<file path="config.mk">
export PLATFORM = sky130hd
export DESIGN_NAME = regfile_wb_arbiter
export DESIGN_NICKNAME = d
export VERILOG_FILES = /design/src/rtl/regfile_wb_arbiter.sv
export SDC_FILE = /design/constraint.sdc
export NUM_CORES = 1
export LEC_CHECK = 0
export BUFFER_PORTS_ARGS = -buffer_cell sky130_fd_sc_hd__buf_2
export CAP_MARGIN = 20
export CORE_AREA = 3 3 142 130
export DETAILED_ROUTE_END_ITERATION = 16
export DIE_AREA = 0 0 145 133
export PLACE_DENSITY = 0.74
export REMOVE_ABC_BUFFERS = 1
export SYNTH_ARGS = -nofsm -noshare
export SYNTH_HDL_FRONTEND = slang
export SYNTH_SLANG_ARGS = --single-unit
export TNS_END_PERCENT = 20
</file>
<file path="constraint.sdc">
create_clock -name clk -period 3 [get_ports clk]
set_input_delay 0.6 -clock clk [delete_from_list [all_inputs] [get_ports clk]]
set_output_delay 0.6 -clock clk [all_outputs]
set_load 0.02 [all_outputs]
</file>
<file path="src/rtl/regfile_wb_arbiter.sv">
// regfile_wb_arbiter: single register-file write port shared by the WB stage and a FIFO-buffered long-latency unit
module regfile_wb_arbiter #(
  parameter int DEPTH = 4,
  parameter int AW = 5,
  parameter int DW = 32,
  localparam int PW = $clog2(DEPTH)
) (
  input  logic          clk,
  input  logic          reset,
  input  logic          pipe_wr_en,
  input  logic [AW-1:0] pipe_wr_addr,
  input  logic [DW-1:0] pipe_wr_data,
  input  logic          lu_valid,
  output logic          lu_ready,
  input  logic [AW-1:0] lu_addr,
  input  logic [DW-1:0] lu_data,
  output logic          WriteReg,
  output logic [AW-1:0] WrAddr,
  output logic [DW-1:0] WrData,
  input  logic [AW-1:0] RdAddr1,
  input  logic [AW-1:0] RdAddr2,
  output logic          pend1,
  output logic          pend2,
  output logic [PW:0]   q_count
);
  logic [AW-1:0] q_addr [DEPTH];
  logic [DW-1:0] q_data [DEPTH];
  logic [DEPTH-1:0] q_live, kill;
  logic [PW-1:0] head, tail;
  logic pipe_req, head_live, pop, enq, enq_live;
  assign pipe_req = pipe_wr_en && pipe_wr_addr != '0;
  assign head_live = q_live[head];
  assign pop = q_count != '0 && !(pipe_req && head_live);
  assign lu_ready = !reset && q_count != (PW+1)'(DEPTH);
  assign enq = lu_valid && lu_ready && lu_addr != '0;
  assign enq_live = !(pipe_req && lu_addr == pipe_wr_addr);
  always_comb begin
    kill = '0;
    pend1 = 1'b0;
    pend2 = 1'b0;
    for (int i = 0; i < DEPTH; i++) begin
      kill[i] = pipe_req && q_addr[i] == pipe_wr_addr;
      pend1 = pend1 | (q_live[i] && RdAddr1 != '0 && q_addr[i] == RdAddr1);
      pend2 = pend2 | (q_live[i] && RdAddr2 != '0 && q_addr[i] == RdAddr2);
    end
  end
  always_ff @(posedge clk) begin
    if (reset) begin
      WriteReg <= 1'b0;
      WrAddr <= '0;
      WrData <= '0;
      q_count <= '0;
      q_live <= '0;
      head <= '0;
      tail <= '0;
    end else begin
      WriteReg <= pipe_req || head_live;
      if (pipe_req) begin
        WrAddr <= pipe_wr_addr;
        WrData <= pipe_wr_data;
      end else if (head_live) begin
        WrAddr <= q_addr[head];
        WrData <= q_data[head];
      end
      for (int i = 0; i < DEPTH; i++)
        if (kill[i] || (pop && head == PW'(i))) q_live[i] <= 1'b0;
      if (enq) begin
        q_live[tail] <= enq_live;
        tail <= tail + 1'b1;
      end
      head <= head + PW'(pop);
      q_count <= q_count + (PW+1)'(enq) - (PW+1)'(pop);
    end
  end
  always_ff @(posedge clk)
    if (enq) begin
      q_addr[tail] <= lu_addr;
      q_data[tail] <= lu_data;
    end
endmodule
</file>
== After elaboration in Yosys (flattened, before gate mapping) ==
Memories as Yosys holds them, arrays and structs flattened. A register that Yosys moved wholly into a read port is not among the register bits.
Cells that the tools add are included.

* $add $sub $neg: 4
* Magnitude comparators: 3
* Equality and inequality tests: 17
* Mux-type cells: 22
* Bitwise logic cells: 6
* Reductions and logical operators: 47

{| class="wikitable"
|+ Operators by type and width
! operator !! number
|-
| $eq 5x5->1 || 13
|-
| $mux 32 || 2
|-
| $logic_and 1x1->1 || 32
|-
| $reduce_bool 5->1 || 4
|-
| $mux 1 || 12
|-
| $mux 5 || 2
|-
| $lt 2x3->1 const B || 2
|-
| $or 1x1->1 || 6
|-
| $logic_or 1x1->1 || 5
|-
| $bwmux 4 || 1
|-
| $eq 2x2->1 const B || 2
|-
| $mux 2 || 2
|-
| $mux 4 || 1
|-
| $add 3x1->3 || 1
|-
| $logic_not 1->1 || 3
|-
| $ne 3x3->1 const B || 1
|-
| $reduce_bool 3->1 || 1
|-
| $sub 3x1->3 || 1
|-
| $add 2x1->2 || 1
|-
| $add 2x1->2 const B || 1
|-
| $bmux 1 s2 || 1
|-
| $demux 1 s2 || 1
|-
| $eq 2x1->1 const B || 1
|-
| $ge 2x1->1 const B || 1
|-
| other kinds (2) || 2
|}

* Register bits: 49
* Memory bits (writable): 148
* Logic and storage cells: 108
* Memories: 2

{| class="wikitable"
|+ Memory list
! name !! words !! width !! read ports !! clocked after Yosys merged registers in !! wr ports !! RTL line !! source
|-
| q_data || 4 || 32 || 1 || 1 || 1 || 27 || <nowiki>logic [DW-1:0] q_data [DEPTH];</nowiki>
|-
| q_addr || 4 || 5 || 5 || 1 || 1 || 26 || <nowiki>logic [AW-1:0] q_addr [DEPTH];</nowiki>
|}

== Longest topological paths before layout ==
* Word-level depth: 11
* Depth in mapped cells: 11
* Mapped depth without buffers: 10

== Worst setup path after synthesis ==
Ideal clock, no wire load.

* Path kind: input to register
* Start point: input port pipe_wr_addr[2]
* End point: register q_count[2]
* Library setup time: 129 ps
* Arrival: 2755 ps
* Data required time: 2871 ps
* Setup slack: 116 ps
* Cell stages on the path: 11
* Path buffers: 1
* Path through: buf_4 > or4_4 > o21a_1 > a21oi_2 > ha_1 > inv_1 > ha_1 > fa_1 > xnor2_1 > xnor2_1 > nor2_1

* Cells in the longest elaborated chain, start to end: 6

{| class="wikitable"
|+ RTL lines
! what !! RTL line !! source
|-
| start, declared || 11 || <nowiki>input logic [AW-1:0] pipe_wr_addr,</nowiki>
|-
| $reduce_bool 5->1 || 31 || <nowiki>assign pipe_req = pipe_wr_en && pipe_wr_addr != '0;</nowiki>
|-
| $logic_and 1x1->1 || 31 ||
|-
| $logic_and 1x1->1 || 33 || <nowiki>assign pop = q_count != '0 && !(pipe_req && head_live);</nowiki>
|-
| $logic_not 1->1 || 33 ||
|-
| $logic_and 1x1->1 || 33 ||
|-
| $sub 3x1->3 || 72 || <nowiki>q_count <= q_count + (PW+1)'(enq) - (PW+1)'(pop);</nowiki>
|-
| end signal, assigned || 72 ||
|-
| end, declared || 24 || <nowiki>output logic [PW:0] q_count</nowiki>
|}

No other way between the ends.
A chain may end at the register's enable or synchronous reset.

==> results.sh <==
export IMPL_area_growth_pct=17.80
export IMPL_cp_data_required_time_ns=2.40
export IMPL_gr_total_overflow=0
export IMPL_p_per_area_nw_per_um2=723.6
export IMPL_vdd_drop_max_v=0.0005463
export IMPL_fin_worst_skew_ns=0.01360
export IMPL_ys_flop_type="edfxtp_1"
export IMPL_hold_buffers=0
export IMPL_dieHeight_um=133
export IMPL_cp_slowest_stage_delay_ns=0.50
export IMPL_crit_type="reg -> out"
export IMPL_hpwl_mm=12.17
export IMPL_finalSetupViolations=0
export IMPL_yosysSeqAreaShare=0.6351
export IMPL_die_area_sq_um=19290
export IMPL_post_route_util=0.5937
export IMPL_cts_tree="done"
export IMPL_cap_violations=0
export IMPL_ys_warn_count=0
export IMPL_grt_pass1_wl_mm=28.46
export IMPL_worst_path_buf_inv=1
export IMPL_drive_gt1_frac=0.3533
export IMPL_antenna_found_initial=3
export IMPL_crit_chain="xor2_1 -> nor4_1 -> nand3_1 -> nand4_1 -> o21a_1 -> buf_2"
export IMPL_dr_pass1_iters=4
export IMPL_status="finished, final reports clean"
export IMPL_total_power_mw=7.281
export IMPL_via_count=4930
export IMPL_drt_iter0_markers=431
export IMPL_clk_latency_ns=0.43
export IMPL_cts_sinks=197
export IMPL_syn_area_per_cell_sq_um=15.64
export IMPL_synth_area_leader_cell="edfxtp_1"
export IMPL_yosysMostFrequentCell="edfxtp_1"
export IMPL_synth_commonest_cells="148 x edfxtp_1, 49 x dfxtp_1, 46 x nor2_1, 46 x xor2_1, 38 x mux4_2"
export IMPL_initial_core_util=0.5040
export IMPL_synth_edf_count=148
export IMPL_gp_congestion=0.8947
export IMPL_period_minus_slack_ns=2.632
export IMPL_finalHoldViolations=0
export IMPL_place_ws_ns=0.05278
export IMPL_clockRootBuffer="clkbuf_16"
export IMPL_via_per_inst=5.359
export IMPL_syn_instance_count=546
export IMPL_final_hold_worst_slack_ns=0.3854
export IMPL_synth_top_area_frac=0.5203
export IMPL_ctsResizeCount=0
export IMPL_antenna_cells=0
export IMPL_worstHoldPathType="in -> reg"
export IMPL_grt_pass1_vias=5214
export IMPL_critPathTopFamily="simple AND/OR/NAND/NOR gates"
export IMPL_design_portCount=132
export IMPL_endpoint_kind="primary output"
export IMPL_track_usage=0.1923
export IMPL_drc_errors=0
export IMPL_core_area_sq_um=16950
export IMPL_grt_max_degree=51
export IMPL_timing_rr_start="q_count[2]"
export IMPL_crit_path_start_kind="register"
export IMPL_synth_seq_cells=197
export IMPL_max_freq_ghz=0.3799
export IMPL_placement_rows=45
export IMPL_routedWlPerCell_um=19.72
export IMPL_portBuffers=131
export IMPL_arrival_ns=2.03
export IMPL_synth_async_reset_ratio=0
export IMPL_drv_slew=0
export IMPL_final_nets=768
export IMPL_tightest_slew_ns=0.8024
export IMPL_routed_wl_mm=18.14
export IMPL_rsz0062_at_grt="no"
export IMPL_slowest_stage="edfxtp_1"
export IMPL_hp_start="lu_data[23]"
export IMPL_post_cts_buffers=0
export IMPL_synthTopCellsByArea="edfxtp_1 52%, dfxtp_1 11%, mux4_2 10%"
export IMPL_ys_types=36
export IMPL_path_clk_slew_ns=0.08
export IMPL_path_max_fanout=4
export IMPL_slew_headroom=0.4651
export IMPL_ant_nets=0
export IMPL_htreeDepth=4
export IMPL_crit_start="q_addr[2][3]"
export IMPL_die_w_um=145
export IMPL_numCtsBuffers=17
export IMPL_cellLeakagePower_nw=3.599
export IMPL_netlist_area_sq_um=8542
export IMPL_clk_path_buf_depth=2
export IMPL_fin_ws_ns=0.3680
export IMPL_fin_crit_sh=0.8773
[metrics by stage]
step                      instances  setup TNS [ns]  area, sq um
after detailed placement        888               0         9468
after CTS                       920               0        10060
final                           920               0        10060
after global placement          888               0         9468
after floorplan                 503          -25.78         8313
after global routing            920               0        10060
[state kept, by name, indices dropped and copies added, names as in the netlist, 2 cells and up]
signal   count
q_count      3
WrData      32
head         2
q_data     128
tail         2
q_addr      20
WrAddr       5
q_live       4
[cell type report]
cell class | instances | area, sq um
fill | 1293 | 6885
sequential | 197 | 5430
multi-input combinational | 296 | 2858
timing repair buffer | 150 | 848.3
clock buffer | 18 | 429.2
tap | 235 | 294.0
clock inverter | 14 | 165.2
inverter | 10 | 37.54
[layer usage]
layer / vias to the layer above / global-route usage / wire, um
met2: 151 / 0.3060 / 8665
li1: 2329 / - / -
met3: 23 / 0.06438 / 1249
met1: 2423 / 0.2523 / 7938
met5: - / 0 / 23
met4: 4 / 0.06227 / 265
[cell usage in the layout (no fill, tap or decap), types with 3 or more instances in the layout]
master	n
nand4b_1	4
clkbuf_16	17
clkinv_8	3
buf_2	131
nor2b_1	3
mux2i_1	37
dfxtp_1	47
nand4_1	6
inv_6	4
edfxtp_1	148
ha_1	7
xnor2_1	23
nor3_1	6
o21a_1	3
nand3_1	9
a211oi_1	24
inv_1	6
nor2_1	46
o22ai_1	4
a211oi_2	14
nor4_1	9
inv_2	4
xor2_1	46
mux4_2	38
buf_12	4
buf_4	15
nand2_1	4
[logic make-up (layout without fill, tap and decap cells)]
| logic type | after synthesis | after routing | share of synthesized area |
|---|---|---|---|
| xor gates and xnor gates | 69 | 69 | 0.07075 |
| and+or+nand+nor | 96 | 96 | 0.05698 |
| buffers and inverters | 53 | 192 | 0.03120 |
| adders and majority gates | 8 | 8 | 0.01260 |
| DFF | 197 | 197 | 0.6351 |
| AOI/OAI and AO/OA | 48 | 48 | 0.04980 |
| muxes | 75 | 75 | 0.1435 |
[worst paths after layout]
kind	to	slack, ns	cells after the start
setup reg to reg	q_count[2]	0.53	11
hold / removal	q_data[2][23]	0.39	1
hold reg to reg	q_live[0]	0.54	2
setup / recovery	pend2	0.37	6
[power by group]
group	total [mW]	switching (mW)	internal [mW]
Clock	2.24	1.06	1.19
Sequential	3.22	0.0948	3.13
Combinational	1.82	0.951	0.865
Total	7.28	2.10	5.18
Power figures use the tool's default switching activity.
